File: config.mk
export PLATFORM = sky130hd
export DESIGN_NAME = irda_tx_encoder
export DESIGN_NICKNAME = d
export VERILOG_FILES = /design/src/rtl/irda_tx_encoder.sv
export SDC_FILE = /design/constraint.sdc
export NUM_CORES = 1
export LEC_CHECK = 0
export CAP_MARGIN = 10
export CORE_MARGIN = 2
export CORE_UTILIZATION = 62
export CTS_CLUSTER_SIZE = 8
export DETAILED_ROUTE_END_ITERATION = 8
export DONT_BUFFER_PORTS = 1
export GPL_ROUTABILITY_DRIVEN = 0
export PLACE_DENSITY = 0.77
export SYNTH_ARGS = -nofsm -noshare
export SYNTH_HDL_FRONTEND = slang
export SYNTH_SLANG_ARGS = --single-unit
File: constraint.sdc
create_clock -name clock -period 3.57 [get_ports clock]
set_input_delay 0.357 -clock clock [delete_from_list [all_inputs] [get_ports clock]]
set_output_delay 0.357 -clock clock [all_outputs]
set_load 0.03 [all_outputs]
File: src/rtl/irda_tx_encoder.sv
// rtl/irda_tx_encoder.sv - IrDA SIR transmit encoder: byte in, 3/16 RZ pulses out
// Optional even-parity bit enabled by defining IRDA_TX_PARITY_EN.
module irda_tx_encoder #(
  parameter int BIT_CYCLES  = 5208,
  parameter int CNT_W       = 13,
  parameter int PULSE_START = (BIT_CYCLES * 7) / 16,
  parameter int PULSE_LEN   = (BIT_CYCLES * 3) / 16
) (
  input  logic       clock,
  input  logic       reset,
  input  logic [7:0] tx_data,
  input  logic       tx_valid,
  output logic       tx_ready,
  output logic       ir_tx,
  output logic       busy,
  output logic       byte_done
);

  localparam logic [CNT_W-1:0] CNT_LAST  = CNT_W'(BIT_CYCLES - 1);
  localparam logic [CNT_W-1:0] CNT_PREV  = CNT_W'(BIT_CYCLES - 2);
  localparam logic [CNT_W-1:0] WIN_FIRST = CNT_W'(PULSE_START);
  localparam logic [CNT_W-1:0] WIN_LAST  = CNT_W'(PULSE_START + PULSE_LEN - 1);

`ifdef IRDA_TX_PARITY_EN
  typedef enum logic [2:0] {IDLE, START, DATA, PARITY, STOP} state_t;
`else
  typedef enum logic [2:0] {IDLE, START, DATA, STOP} state_t;
`endif

  state_t           state;
  logic [CNT_W-1:0] cnt;
  logic [2:0]       bit_idx;
  logic [7:0]       shreg;
  logic             bit_val;
  logic             pulse_next;
`ifdef IRDA_TX_PARITY_EN
  logic             parity_bit;
`endif

  // Accept a byte only in IDLE; held low while reset is asserted.
  assign tx_ready = (state == IDLE) & ~reset;

  // Bit currently on the line and whether the next registered ir_tx is high.
  always_comb begin
    bit_val = 1'b1;
    case (state)
      START:   bit_val = 1'b0;
      DATA:    bit_val = shreg[0];
`ifdef IRDA_TX_PARITY_EN
      PARITY:  bit_val = parity_bit;
`endif
      default: bit_val = 1'b1;
    endcase
    pulse_next = (state != IDLE) && !bit_val &&
                 (cnt >= WIN_FIRST) && (cnt <= WIN_LAST);
  end

  // Frame sequencer: bit-period counter, data shifting and registered outputs.
  always_ff @(posedge clock or posedge reset) begin
    if (reset) begin
      state      <= IDLE;
      cnt        <= '0;
      bit_idx    <= '0;
      shreg      <= '0;
      ir_tx      <= 1'b0;
      busy       <= 1'b0;
      byte_done  <= 1'b0;
`ifdef IRDA_TX_PARITY_EN
      parity_bit <= 1'b0;
`endif
    end else begin
      ir_tx     <= pulse_next;
      byte_done <= 1'b0;
      if (state == IDLE) begin
        if (tx_valid && tx_ready) begin
          shreg      <= tx_data;
          cnt        <= '0;
          bit_idx    <= '0;
          busy       <= 1'b1;
          state      <= START;
`ifdef IRDA_TX_PARITY_EN
          parity_bit <= ^tx_data;
`endif
        end
      end else begin
        // byte_done is registered, so it is set one cycle early to land on
        // the final stop-bit cycle.
        if (state == STOP && cnt == CNT_PREV)
          byte_done <= 1'b1;
        if (cnt == CNT_LAST) begin
          cnt <= '0;
          case (state)
            START: state <= DATA;
            DATA: begin
              shreg   <= shreg >> 1;
              bit_idx <= bit_idx + 3'd1;
              if (bit_idx == 3'd7) begin
`ifdef IRDA_TX_PARITY_EN
                state <= PARITY;
`else
                state <= STOP;
`endif
              end
            end
`ifdef IRDA_TX_PARITY_EN
            PARITY: state <= STOP;
`endif
            default: begin
              state <= IDLE;
              busy  <= 1'b0;
            end
          endcase
        end else begin
          cnt <= cnt + 1'b1;
        end
      end
    end
  end

endmodule

==> results.md, run 1 <==
- Setup bufs post-CTS: 0
- Dominant register cell in the synthesized netlist: dfrtp_1
- FFs w/ async S/R, synth: 100%
- Cell area after technology mapping: roughly 1900 um^2
- Setup repair after global routing missed its margin: no
- Post-CTS Resized: 0
- Area share of the largest cell type after synthesis: between 30 and 40%
- Arrival time of data at the critical path endpoint: approximately 2500 ps
- Hold path start: tx_data[7]
- Peak supply drop: about 0.42 mV
- Worst Skew: ~11 ps
- Max-cap violations: 0
- Synthesized area per cell: between 8 and 9 um^2
- IO Count: 15
- Final setup viols: 0
- Max Buffers Root-to-Sink: 2
- Via count: 1539
- Number of sinks on the clock net: 29
- Layout net count: 228
- Post-synthesis cell count: 210
- Final cycle utilization of the critical path: between 60% and 70%
- Core Box Area: 2810 um^2
- Global-route wire length before repair: 6.84 mm
- Number of distinct library cells after synthesis: 52
- Global route total overflow: 0
- Hold depth: 1
- Clock transition at path regs: 100 ps
- TritonCTS Buffers: 5
- Cell leakage power: approximately 0.84 nW
- Classification of the worst setup path: flop to flop
- Pin count of the biggest net entering global routing: 30
- Setup TNS Final: 0 ps
- Top post-synthesis cells by area: dfrtp_1, ha_1, o21ai_0
- All-Layer GR Usage: about 26%
- Hold Path Sink: shreg[7]$_DFFE_PP0P_
- Initial antenna violation count: 0
- Area Growth Syn to Fin: 4.96%
- Max_slew headroom: between 50 and 60%
- Total number of placement rows: 19
- Number of fill cells: 230
- Full die area: between 3000 and 4000 um^2
- Final critical-path required period: around 2200 ps
- Cells on worst reg2reg path: 6
- Post-layout util: a little over two thirds
- Req. time, crit path: approximately 3800 ps
- Initial Utilization: between 60% and 70%
- Largest driver fanout on the critical path: 16
- Detailed-route wire length per cell: 16.3 um
- Worst-skew pair later-pin latency: between 300 and 400 ps
- Commonest cells after routing, fill and taps aside: dfrtp_1, nor2_1, o21ai_0
- Clock tree root buffer cell: clkbuf_4
- Number of search-and-repair iterations in the first detailed-routing pass: 4
- Count of warnings emitted by yosys: 0
- # hold bufs at CTS: 0
- Diodes inserted: 0
- Total wire length: 3.90 mm
- Count of pins over their slew limit: 0
- Horiz. Die Dim: approximately 59 um
- Final Hold Viols: 0
- Vias per std cell: around 6.4
- End of the worst register-to-register path: state[1]$_DFFE_PP0P_
- Worst Hold Class: primary input to flop
- Number of violations reported at the end of detailed-routing iteration 0: 73
- CTS HTree Levels: 2
- Antenna violation net count after detailed routing: 0
- Die height: roughly 59 um
- Post-synthesis net count: 230
- Commonest non-fill, non-tap cell in the layout: dfrtp_1
- Power density over the cells: 679 nW/um^2
- Part of the Yosys area used for sequential elements: between 30% and 40%
- Post-route DRC: 0
- Run status: finished, final reports clean
- Type of destination of the critical path: flop
- Port Buffer Count: 0
- Type of origin of the critical path: flop
- Clock tree from TritonCTS: built
- Final HPWL DP: about 2.6 mm
- Share of post-route cells with drive strength above 1: a little under an eighth
- Library cell with the largest summed area after synthesis: dfrtp_1
- Transition time at the pin with the least slew margin: roughly 610 ps
- Via count of the first global-routing pass: roughly 1600
- Reg-to-reg critical path startpoint: state[0]$_DFFE_PP0P_
- Count of flip-flops with a built-in enable after synthesis: 0
- Slack of the worst reg-to-reg path: between 1000 and 1500 ps
- Highest clock frequency the design can meet: ~0.45 GHz
- Seq cells post-synth: 29
logic make-up after synthesis:
group	synth area share, %
buf+inv	5.90
simple gates	29.5
xor+xnor	0.469
compound gates	17.9
mux	1.34
flops	38.9
fa+ha+maj	6.03
worst max-delay path by stage:
stage / start / endpoint / slack (ps) / cells after the start
2_1_floorplan: state[0]$_DFFE_PP0P_ / tx_ready / 1510 / 5
3_3_place_gp: state[0]$_DFFE_PP0P_ / state[1]$_DFFE_PP0P_ / 1460 / 6
3_5_place_dp: state[0]$_DFFE_PP0P_ / state[1]$_DFFE_PP0P_ / 1380 / 6
4_1_cts: state[1]$_DFFE_PP0P_ / tx_ready / 1320 / 3
5_1_grt: state[1]$_DFFE_PP0P_ / state[1]$_DFFE_PP0P_ / 1160 / 6
6_report: state[0]$_DFFE_PP0P_ / state[1]$_DFFE_PP0P_ / 1340 / 6
stage by stage:
| stage | std cells | power (mW) | hold slack, ps | setup WS (ps) | area (um^2) |
|---|---|---|---|---|---|
| finish | 240 | 1.33 | 200 | 1340 | 1960 |
| global route | 240 | 1.44 | 183 | 1160 | 1960 |
| CTS | 238 | 1.33 | 188 | 1320 | 1920 |
| detailed placement | 230 | 1.09 | 508 | 1380 | 1850 |
| global placement | 230 | 1.06 | 488 | 1460 | 1850 |
| floorplan | 210 | 0.977 | 435 | 1510 | 1870 |
power breakdown:
group          internal, mW  switching (mW)  total (mW)
sequential            0.421           0.148       0.568
clock                 0.114           0.119       0.233
combinational         0.238           0.292       0.530
layout make-up:
type	count	area [um^2]	share of cell area [%]
multi-input combinational	157	1030	52.6
sequential	29	726	37.0
clock buffer	7	65.1	3.32
timing repair buffer	4	52.6	2.68
inverter	11	41.3	2.11
tap	31	38.8	1.98
clock inverter	1	5.00	0.255
worst max-delay path: stages, from the launching register on:
cell and delay (ps):
dfrtp_1 400, inv_1 90, ha_1 380, nor2b_1 560
inv_1 160, o221ai_2 220, mux2_4 310
flip-flops by register name (all words and copies together) (netlist names):
| name | cells |
|---|---|
| busy | 1 |
| bit_idx | 3 |
| ir_tx | 1 |
| cnt | 13 |
| state | 2 |
| shreg | 8 |
| byte_done | 1 |
per-layer routing:
metal	global-route usage (%)	vias to the layer above	share of wire [%]
met1	30.0	721	42
met4	9.74	0	0.44
met3	7.03	2	5.4
met2	45.4	56	52
li1	-	760	-
met5	0	-	0
synth_stat cells, types with 2 or more instances:
cell type and n:
and3_1 6, and2_1 2, o22ai_1 2, or3_1 9, o31ai_1 3, nand3b_1 2
a21oi_1 7, o21ai_0 18, nor4_1 3, o311ai_0 2, clkbuf_1 7, buf_6 2
inv_1 11, nand2_1 13, ha_1 9, nor2_1 18, nor2b_1 3, buf_1 2
nand4_1 3, nand3_1 7, a31oi_1 2, or2_2 4, nor3_1 16, a22o_1 3
dfrtp_1 29
Power figures use the tool's default switching activity.
==> run 2, diff against run 1 <==
--- a/config.mk
+++ b/config.mk
@@ -5,6 +5,7 @@
 export SDC_FILE = /design/constraint.sdc
 export NUM_CORES = 1
 export LEC_CHECK = 0
+export ABC_AREA = 1
 export CAP_MARGIN = 10
 export CORE_MARGIN = 2
 export CORE_UTILIZATION = 62
==> constraint.sdc (replaced) <==
create_clock -name clock -period 2.3 [get_ports clock]
set_input_delay 0.23 -clock clock [delete_from_list [all_inputs] [get_ports clock]]
set_output_delay 0.23 -clock clock [all_outputs]
set_load 0.03 [all_outputs]
==> run 2 against run 1 <==
- the flow now finishes with violations (DRC)
- flip-flop and latch count unchanged
- synthesized area shrank 0.40%
- clock skew up 1.8 ps
- sequential power rose by 69%
- die area is 0.37% lower
- final cell count grew 16%
- sequential share of layout area decreased by 0.44 points
- synthesized cell count rose by 14%
- power up 91%
- clock power up 89%
- register-to-register slack got worse by 770 ps
- critical path depth grew 5
==> results.md, run 2 <==
- Critical Path Start: state[0]$_DFFE_PP0P_
- Initial antenna violation count: 0 (unchanged)
- Met1 layer usage reported by global route: 34.7% (+4.8 points)
- Slack of the worst reg-to-reg path: 560 ps (-770 ps)
- Port Buffer Count: 0 (unchanged)
- Dominant register cell in the synthesized netlist: dfrtp_1
- Synthesized-area fraction occupied by xor and xnor cells: 2.36% (+1.9 points)
- Power density over the cells: 1280 nW/um^2 (+88%)
- Mux contribution to synthesized area: 3.77% (+2.4 points)
- Full die area: 3450 um^2 (-0.37%)
- Multi-input gate area in the final layout: 977 um^2 (-5.2%)
- Part of the Yosys area used for sequential elements: 39.0% (+0.16 points)
- Seq cells post-synth: 29 (unchanged)
- Main combinational cell family by area after synthesis: simple AND/OR/NAND/NOR gates
- Standard cell with the maximum stage delay on the critical path: dfrtp_1
- Commonest cells after routing, fill and taps aside: nand2_1, inv_1, dfrtp_1
- Clock tree root buffer cell: clkbuf_4
- Vias per std cell: 5.43 (-15%)
- Total area of sequential cells: 726 um^2 (unchanged)
- Final HPWL DP: 2.75 mm (+4.3%)
- Highest clock frequency the design can meet: 0.576 GHz (+29%)
- Worst-skew pair later-pin latency: 340 ps (+20 ps)
- Failing checks: DRC
- Clock transition at path regs: 90 ps (about the same)
- Adder-Cell Fraction of Synth Area: 6.06% (+0.024 points)
- Count of warnings emitted by yosys: 0 (unchanged)
- Diodes inserted: 0 (unchanged)
- Switching power: 1.17 mW (+110%)
- Final setup viols: 0 (unchanged)
- TritonCTS Buffers: 5 (unchanged)
- Number of fill cells: 228 (-0.87%)
- Req. time, crit path: 2580 ps (-1210 ps)
- Antenna violation net count after detailed routing: 0 (unchanged)
- Most Crowded Layer GR: met2
- Worst Skew: 12.6 ps (+1.84 ps)
- Top post-synthesis cells by area: dfrtp_1, nand2_1, nand3_1
- IO Count: 15 (unchanged)
- CTS HTree Levels: 2 (unchanged)
- Cell area after technology mapping: 1860 um^2 (-0.40%)
- Simple-Gate Fraction of Synth Area: 31.3% (+1.8 points)
- Final Hold Viols: 0 (unchanged)
- Post-synthesis cell count: 240 (+14%)
- Met3 Use GR: 4.62% (-2.4 points)
- Register with the highest flop count: cnt
- Cell leakage power: 1.02 nW (+21%)
- # hold bufs at CTS: 1 (+1)
- Final critical-path required period: 1740 ps (-499 ps)
- Placement Setup Slack: 594 ps (-789 ps)
- Post-CTS Resized: 0 (unchanged)
- Hold depth: 2 (+1)
- FFs w/ async S/R, synth: 100% (unchanged)
- Count of pins over their slew limit: 0 (unchanged)
- Type of destination of the critical path: flop
- Die height: 58.8 um (-0.19%)
- Library cell with the largest summed area after synthesis: dfrtp_1
- List of most frequent post-synthesis cells: nand2_1, dfrtp_1, inv_1, nand3_1, nor2_1
- Clock tree from TritonCTS: built
- Cells on worst reg2reg path: 11 (+5)
- Hold Path Sink: shreg[7]$_DFFE_PP0P_
- Global routing met2 resource utilization: 38.9% (-6.5 points)
- Peak supply drop: 0.665 mV (+59%)
- Clock share of power: 17.4% (about the same)
- Setup repair after global routing missed its margin: no
- Max-cap violations: 0 (unchanged)
- Via count: 1515 (-1.6%)
- All-Layer GR Usage: 25.2% (-0.68 points)
- Flip-flop count of the largest register after layout: 13 (unchanged)
- Final cycle utilization of the critical path: 75.5% (+13 points)
- Global-route wire length before repair: 6.44 mm (-5.9%)
- Compound-cell area share of the yosys netlist: 9.08% (-8.8 points)
- Biggest regs: cnt x13, shreg x8, bit_idx x3
- Classification of the worst setup path: flop to flop
- Transition time at the pin with the least slew margin: 396 ps (-214 ps)
- Share of post-route cells with drive strength above 1: 12.1% (+0.61 points)
- Total wire length: 3.69 mm (-5.5%)
- Worst Hold Class: primary input to flop
- Proportion of total power due to net switching: 46.0% (+4.1 points)
- Number of search-and-repair iterations in the first detailed-routing pass: 6 (+2)
- Number of distinct library cells after synthesis: 26 (-50%)
- Ordered cell list for the critical path: inv_1 > ha_1 > inv_2 > nor2_2 > buf_4 > nand2_1 > nand2_2 > inv_1 > nor2_1 > nand2_1 > nand2_1
- Combinational share of power: 44.9% (+5.1 points)
- End of the worst register-to-register path: bit_idx[0]$_DFFE_PP0P_
- Run status: finished with violations
- Detailed-route wire length per cell: 13.2 um (-19%)
- Via count of the first global-routing pass: 1418 (-9.3%)
- Max_slew headroom: 73.6% (+14 points)
- Arrival time of data at the critical path endpoint: 2020 ps (-430 ps)
- Area Growth Syn to Fin: 6.66%
- Count of flip-flops with a built-in enable after synthesis: 0 (unchanged)
- Internal power: 1.37 mW (+77%)
- Number of sinks on the clock net: 29 (unchanged)
- Type of origin of the critical path: flop
- Pin count of the biggest net entering global routing: 30 (unchanged)
- Commonest non-fill, non-tap cell in the layout: nand2_1
- Setup TNS Final: 0 ps (unchanged)
- Reg-to-reg critical path startpoint: state[0]$_DFFE_PP0P_
- Setup slack after layout: 564 ps (-771 ps)
- Max Buffers Root-to-Sink: 2 (unchanged)
- Initial Utilization: 66.3% (-0.27 points)
- Post-route DRC: 1 (+1)
- Synthesized area per cell: 7.75 um^2 (-13%)
- Layout net count: 267 (+17%)
- Reg power frac: 37.8% (-4.9 points)
- Area share of the largest cell type after synthesis: 39.0% (+0.16 points)
- Global route total overflow: 0 (unchanged)
- Longest individual stage delay on the worst path: 430 ps (-130 ps)
- Library cell with the highest instance count after synthesis: nand2_1
- Total number of placement rows: 19 (unchanged)
- Setup bufs post-CTS: 0 (unchanged)
- Core Box Area: 2810 um^2 (unchanged)
- Post-synthesis net count: 260 (+13%)
- Hold path start: tx_data[7]
- Largest driver fanout on the critical path: 9 (-7)
- Horiz. Die Dim: 58.8 um (-0.19%)
- Number of violations reported at the end of detailed-routing iteration 0: 89 (+22%)
- Cell mode on critical path: nand2_1
run 2: cell count changes in the layout (fill, tap and decap cells not counted), sizes merged, moves of 7 or more:
cell / previous run / this run
nor3: 16 / 2
or3: 9 / 0
and3: 7 / 0
nand2: 13 / 73
inv: 11 / 33
nor2: 18 / 26
nand3: 7 / 23
run 2: power groups by stage:
| stage | clock network, mW | logic [mW] | registers, mW |
|---|---|---|---|
| after floorplan | 0 | 0.970 | 0.879 |
| after global placement | 0 | 1.09 | 0.956 |
| after detailed placement | 0 | 1.13 | 0.963 |
| after CTS | 0.450 | 1.14 | 0.956 |
| after global routing | 0.470 | 1.30 | 0.987 |
| final | 0.441 | 1.14 | 0.959 |
run 2: worst max-delay path by stage:
stage | to | slack, ps
after floorplan | bit_idx[0]$_DFFE_PP0P_ | 530
after global placement | bit_idx[1]$_DFFE_PP0P_ | 630
after detailed placement | bit_idx[2]$_DFFE_PP0P_ | 590
after CTS | bit_idx[2]$_DFFE_PP0P_ | 580
after global routing | bit_idx[0]$_DFFE_PP0P_ | 450
final | bit_idx[0]$_DFFE_PP0P_ | 560
run 2: critical path, delay by kind of cell (launching register included):
family	cells	cell delay [ps]
DFF	1	430
and+or+nand+nor	6	640
adders and majority gates	1	180
buffers and inverters	4	430
run 2: stage by stage:
| stage | power [mW] | util, % | cell area (um^2) | instances | hold WS [ps] |
|---|---|---|---|---|---|
| 2_1_floorplan | 1.85 | - | 1860 | 240 | 324 |
| 3_3_place_gp | 2.05 | 67.3 | 1890 | 270 | 257 |
| 3_5_place_dp | 2.09 | 67.3 | 1890 | 270 | 260 |
| 4_1_cts | 2.55 | 70.7 | 1980 | 279 | 61.6 |
| 5_1_grt | 2.75 | 70.7 | 1980 | 279 | 67.3 |
| 6_report | 2.54 | 70.7 | 1980 | 279 | 63.6 |
run 2: metal layers:
metal,wire [um],vias to the layer above,part of all wire (%)
li1,-,784,-
met1,1750,699,48
met2,1740,24,47
met3,117,8,3.2
met4,72,0,2.0
met5,0,-,0
run 2: cell families (layout without fill, tap and decap cells):
| logic type | after synthesis | in the layout |
|---|---|---|
| DFF | 29 | 29 |
| buffers and inverters | 37 | 45 |
| muxes | 7 | 7 |
| xor gates and xnor gates | 5 | 5 |
| AOI/OAI and AO/OA | 27 | 27 |
| and+or+nand+nor | 126 | 126 |
| adders and majority gates | 9 | 9 |
run 2: cell type report:
cell class	instances	share of cell area (%)
clock buffer	7	2.78
clock inverter	1	1.51
sequential	29	36.6
tap	31	1.96
inverter	33	6.25
timing repair buffer	4	1.64
multi-input combinational	174	49.3
==> run 3, diff against run 2 <==
--- a/config.mk
+++ b/config.mk
@@ -5,15 +5,15 @@
 export SDC_FILE = /design/constraint.sdc
 export NUM_CORES = 1
 export LEC_CHECK = 0
-export ABC_AREA = 1
+export ABC_AREA = 0
 export CAP_MARGIN = 10
 export CORE_MARGIN = 2
-export CORE_UTILIZATION = 62
+export CORE_UTILIZATION = 57
 export CTS_CLUSTER_SIZE = 8
 export DETAILED_ROUTE_END_ITERATION = 8
 export DONT_BUFFER_PORTS = 1
 export GPL_ROUTABILITY_DRIVEN = 0
-export PLACE_DENSITY = 0.77
+export PLACE_DENSITY = 0.74
 export SYNTH_ARGS = -nofsm -noshare
 export SYNTH_HDL_FRONTEND = slang
 export SYNTH_SLANG_ARGS = --single-unit
==> constraint.sdc (replaced) <==
create_clock -name clock -period 1.39 [get_ports clock]
set_input_delay 0.139 -clock clock [delete_from_list [all_inputs] [get_ports clock]]
set_output_delay 0.139 -clock clock [all_outputs]
set_load 0.03 [all_outputs]
==> run 3 against run 2 <==
- the run now fails in global routing
- synthesized area grew 0.40%
- synthesized cell count is 13% lower
==> results.md, run 3 <==
- Run status: aborted with a tool error
- Stage where the flow stopped: global routing
- Error that stopped the run: [ERROR GRT-0232] Routing congestion too high. Check the congestion heatmap in the GUI.
- Final HPWL DP: 3.45 mm (+25%)
- Synthesized area per cell: 8.89 um^2 (+15%)
- Library cell with the largest summed area after synthesis: dfrtp_1
- Cell Area, Placed: 2280 um^2 (+21%)
- List of most frequent post-synthesis cells: dfrtp_1, nor2_1, o21ai_0, nor3_1, nand2_1
- Post-synthesis cell count: 210 (-13%)
- Count of warnings emitted by yosys: 0 (unchanged)
- Count of flip-flops with a built-in enable after synthesis: 0 (unchanged)
- Post-synthesis net count: 230 (-12%)
- Horiz. Die Dim: 61.2 um (+4.2%)
- Number of sinks on the clock net: 29 (unchanged)
- Placed Instances: 292 (+8.1%)
- Pin count of the biggest net entering global routing: 30
- IO Count: 15 (unchanged)
- Worst_ep kind: register input
- Library cell with the highest instance count after synthesis: dfrtp_1
- Die height: 61.2 um (+4.2%)
- Crit. endpoint post-GRT repair: cnt[5]$_DFFE_PP0P_/D
- Seq cells post-synth: 29 (unchanged)
- Area share of the largest cell type after synthesis: 38.9% (-0.16 points)
- Initial Utilization: 60.7% (-5.6 points)
- All-Layer GR Usage: 65.4%
- CTS HTree Levels: 2 (unchanged)
- Clock tree root buffer cell: clkbuf_4
- TritonCTS Buffers: 5 (unchanged)
- Number of distinct library cells after synthesis: 52 (+100%)
- FFs w/ async S/R, synth: 100% (unchanged)
- Cell area after technology mapping: 1870 um^2 (+0.40%)
- Total number of placement rows: 20 (+1)
- Max Buffers Root-to-Sink: 2 (unchanged)
- Part of the Yosys area used for sequential elements: 38.9% (-0.16 points)
- Placement Setup Slack: -350 ps (-944 ps)
- Top post-synthesis cells by area: dfrtp_1, ha_1, o21ai_0
- Global route total overflow: 9
- Dominant register cell in the synthesized netlist: dfrtp_1
- Port Buffer Count: 0 (unchanged)
run 3: changes by cell type after synthesis, sizes merged, moves of 8 or more:
cell   before  now
or3         0    9
inv        33   11
nor3        2   16
nor2       26   18
nand2      73   13
nand3      23    7
run 3: what timing repair did:
item / in CTS
setup buffers: 20
endpoints found under the hold margin: 30
gates cloned: 1
hold buffers: 2
pin swaps: 23
endpoints found under the setup margin: 30
gates resized for setup: 62
run 3: layer usage:
layer | GRT overflow | global-route usage [%]
met1 | 0 | 68.8
met2 | 3 | 83.7
met3 | 0 | 44.1
met4 | 6 | 65.5
met5 | 0 | 0
run 3: cells by family after synthesis:
group / share of synthesized area, %
AO/OA/AOI/OAI: 17.9
XOR/XNOR: 0.469
adder cells (fa/ha/maj): 6.03
buffers and inverters: 5.90
flip-flops: 38.9
multiplexers: 1.34
AND/OR/NAND/NOR: 29.5
run 3: through the flow:
| step | TNS, ps | hold WS, ps |
|---|---|---|
| floorplan | -6730 | 217 |
| global placement | -6520 | 123 |
| detailed placement | -7390 | 127 |
| CTS | -6020 | 1.63 |
==> run 4, diff against run 3 <==
--- a/config.mk
+++ b/config.mk
@@ -8,12 +8,11 @@
 export ABC_AREA = 0
 export CAP_MARGIN = 10
 export CORE_MARGIN = 2
-export CORE_UTILIZATION = 57
-export CTS_CLUSTER_SIZE = 8
+export CORE_UTILIZATION = 40
 export DETAILED_ROUTE_END_ITERATION = 8
 export DONT_BUFFER_PORTS = 1
 export GPL_ROUTABILITY_DRIVEN = 0
-export PLACE_DENSITY = 0.74
+export PLACE_DENSITY_LB_ADDON = 0.15
 export SYNTH_ARGS = -nofsm -noshare
 export SYNTH_HDL_FRONTEND = slang
 export SYNTH_SLANG_ARGS = --single-unit
==> constraint.sdc (replaced) <==
create_clock -name clock -period 1.81 [get_ports clock]
set_input_delay 0.181 -clock clock [delete_from_list [all_inputs] [get_ports clock]]
set_output_delay 0.181 -clock clock [all_outputs]
set_load 0.03 [all_outputs]
==> run 4 against run 3 <==
- the flow now finishes without violations
==> results.md, run 4 (synthesis gave the netlist of run 1 again) <==
- Setup slack after layout: around 91 ps
- Horiz. Die Dim: 72.3 um (+18%)
- Largest driver fanout on the critical path: 10
- Cell Area, Placed: 2080 um^2 (-8.5%)
- Number of fill cells: 412
- Share of post-route cells with drive strength above 1: 24.7%
- Slack of the worst reg-to-reg path: 90 ps
- Transition time at the pin with the least slew margin: around 470 ps
- Hold depth: 1
- Final HPWL DP: 3.38 mm (-2.0%)
- Antenna violation net count after detailed routing: 0
- CTS HTree Levels: 2 (unchanged)
- Area Growth Syn to Fin: 20.0%
- Global route total overflow: 0
- Port Buffer Count: 0 (unchanged)
- Placed Instances: 278 (-4.8%)
- Initial Utilization: 42.3% (-18 points)
- Type of destination of the critical path: flop
- Worst Skew: between 3 and 4 ps
- Post-route cell area: 2240 um^2
- Req. time, crit path: approximately 2000 ps
- Diodes inserted: 0
- Via count of the first global-routing pass: between 1500 and 2000
- Run status: finished, final reports clean
- Register with the highest flop count: cnt
- Power Total: just over 3 mW
- Cell leakage power: 1.00 nW
- TritonCTS Buffers: 5 (unchanged)
- Max Buffers Root-to-Sink: 2 (unchanged)
- Max-cap violations: 0
- Cells on worst reg2reg path: 5
- Clock tree from TritonCTS: built
- Setup repair after global routing missed its margin: no
- Layout net count: 258
- Number of search-and-repair iterations in the first detailed-routing pass: 5
- Total number of placement rows: 24 (+20%)
- Critical Path Stages: 5
- Count of pins over their slew limit: 0
- Post-route DRC: 0
- Ordered cell list for the critical path: inv_1 > ha_2 > or3b_2 > a211o_1 > a211oi_2
- Classification of the worst setup path: flop to flop
- Final setup viols: 0
- Global-route wire length before repair: 8.01 mm
- IO Count: 15 (unchanged)
- Power density over the cells: between 1000 and 1500 nW/um^2
- Commonest cells after routing, fill and taps aside: buf_4, dfrtp_1, nor2_1, o21ai_0, nor3_1
- Final critical-path required period: around 1700 ps
- Flip-flop count of the largest register after layout: 13
- Biggest regs: cnt x13, shreg x8, bit_idx x3
- Initial antenna violation count: 0
- Detailed-route wire length per cell: about 16 um
- Highest clock frequency the design can meet: 0.582 GHz
- Via count: approximately 1700
- Die height: 72.3 um (+18%)
- Number of violations reported at the end of detailed-routing iteration 0: 178
- Placement Setup Slack: -20.7 ps (+329 ps)
- Post-Layout Cell Count: just under 300
- Worst-skew pair later-pin latency: approximately 280 ps
- Max_slew headroom: between 60% and 70%
- Number of sinks on the clock net: 29 (unchanged)
- CP bufs+invs: 1
- Final cycle utilization of the critical path: about 95%
- Clock transition at path regs: approximately 70 ps
- Vias per std cell: approximately 5.8
- Clock tree root buffer cell: clkbuf_8
- Type of origin of the critical path: flop
- Gate family responsible for the most delay along the worst path: simple AND/OR/NAND/NOR gates
- Arrival time of data at the critical path endpoint: 1900 ps
- Pin count of the biggest net entering global routing: 19
- Core Box Area: between 4000 and 5000 um^2
- Full die area: around 5200 um^2
- Standard cell with the maximum stage delay on the critical path: or3b_2
- Commonest non-fill, non-tap cell in the layout: buf_4
- Final Hold Viols: 0
- Total wire length: about 4.6 mm
- Longest individual stage delay on the worst path: 500 ps
- All-Layer GR Usage: about 20%
- Peak supply drop: 0.580 mV
- Worst Hold Class: primary input to flop
## run 4: path summary, 6_finish.rpt
check                                               to                    from
worst min-delay path              shreg[7]$_DFFE_PP0P_              tx_data[7]
worst min register to register  bit_idx[0]$_DFFE_PP0P_  bit_idx[0]$_DFFE_PP0P_
worst max-delay path                   ir_tx$_DFF_PP0_    state[1]$_DFFE_PP0P_
worst max register to register         ir_tx$_DFF_PP0_    state[1]$_DFFE_PP0P_
min in group asynchronous         shreg[0]$_DFFE_PP0P_                   reset
max in group asynchronous           cnt[4]$_DFFE_PP0P_                   reset
## run 4: cell type report
| cell class | instances | area (um^2) | area share (%) |
|---|---|---|---|
| multi-input combinational | 157 | 1050 | 46.7 |
| timing repair buffer | 34 | 262 | 11.7 |
| clock inverter | 1 | 5.00 | 0.223 |
| inverter | 11 | 41.3 | 1.84 |
| tap | 52 | 65.1 | 2.90 |
| clock buffer | 7 | 96.3 | 4.30 |
| sequential | 29 | 726 | 32.4 |
## run 4: where the power goes
| group | total (mW) | switching, mW | internal (mW) | leakage (nW) |
|---|---|---|---|---|
| clock network | 0.593 | 0.250 | 0.343 | 0.0542 |
| logic | 1.45 | 0.770 | 0.677 | 0.579 |
| registers | 0.989 | 0.156 | 0.833 | 0.368 |
## run 4: per-stage QoR
step	hold WS (ps)	setup TNS, ps	utilization (%)
finish	44.4	0	50.8
global route	37.8	0	50.8
CTS	38.5	0	49.8
detailed placement	117	-20.7	47.2
global placement	114	0	47.2
floorplan	259	0	-
## run 4: layer usage
layer	GRT usage, %	part of all wire, %	up-vias
met4	7.97	1.6	0
met2	33.2	49	38
li1	-	-	816
met5	0	0	-
met1	25.6	45	832
met3	3.75	4.0	6
## run 4: repair_timing
item / in CTS / in global routing
resized for setup: 1 / 4
buffers inserted: 0 / 4
hold buffers: 1 / 0
setup endpoints to repair: 1 / 14
pin swaps: 0 / 0
hold endpoints to repair: 11 / 0
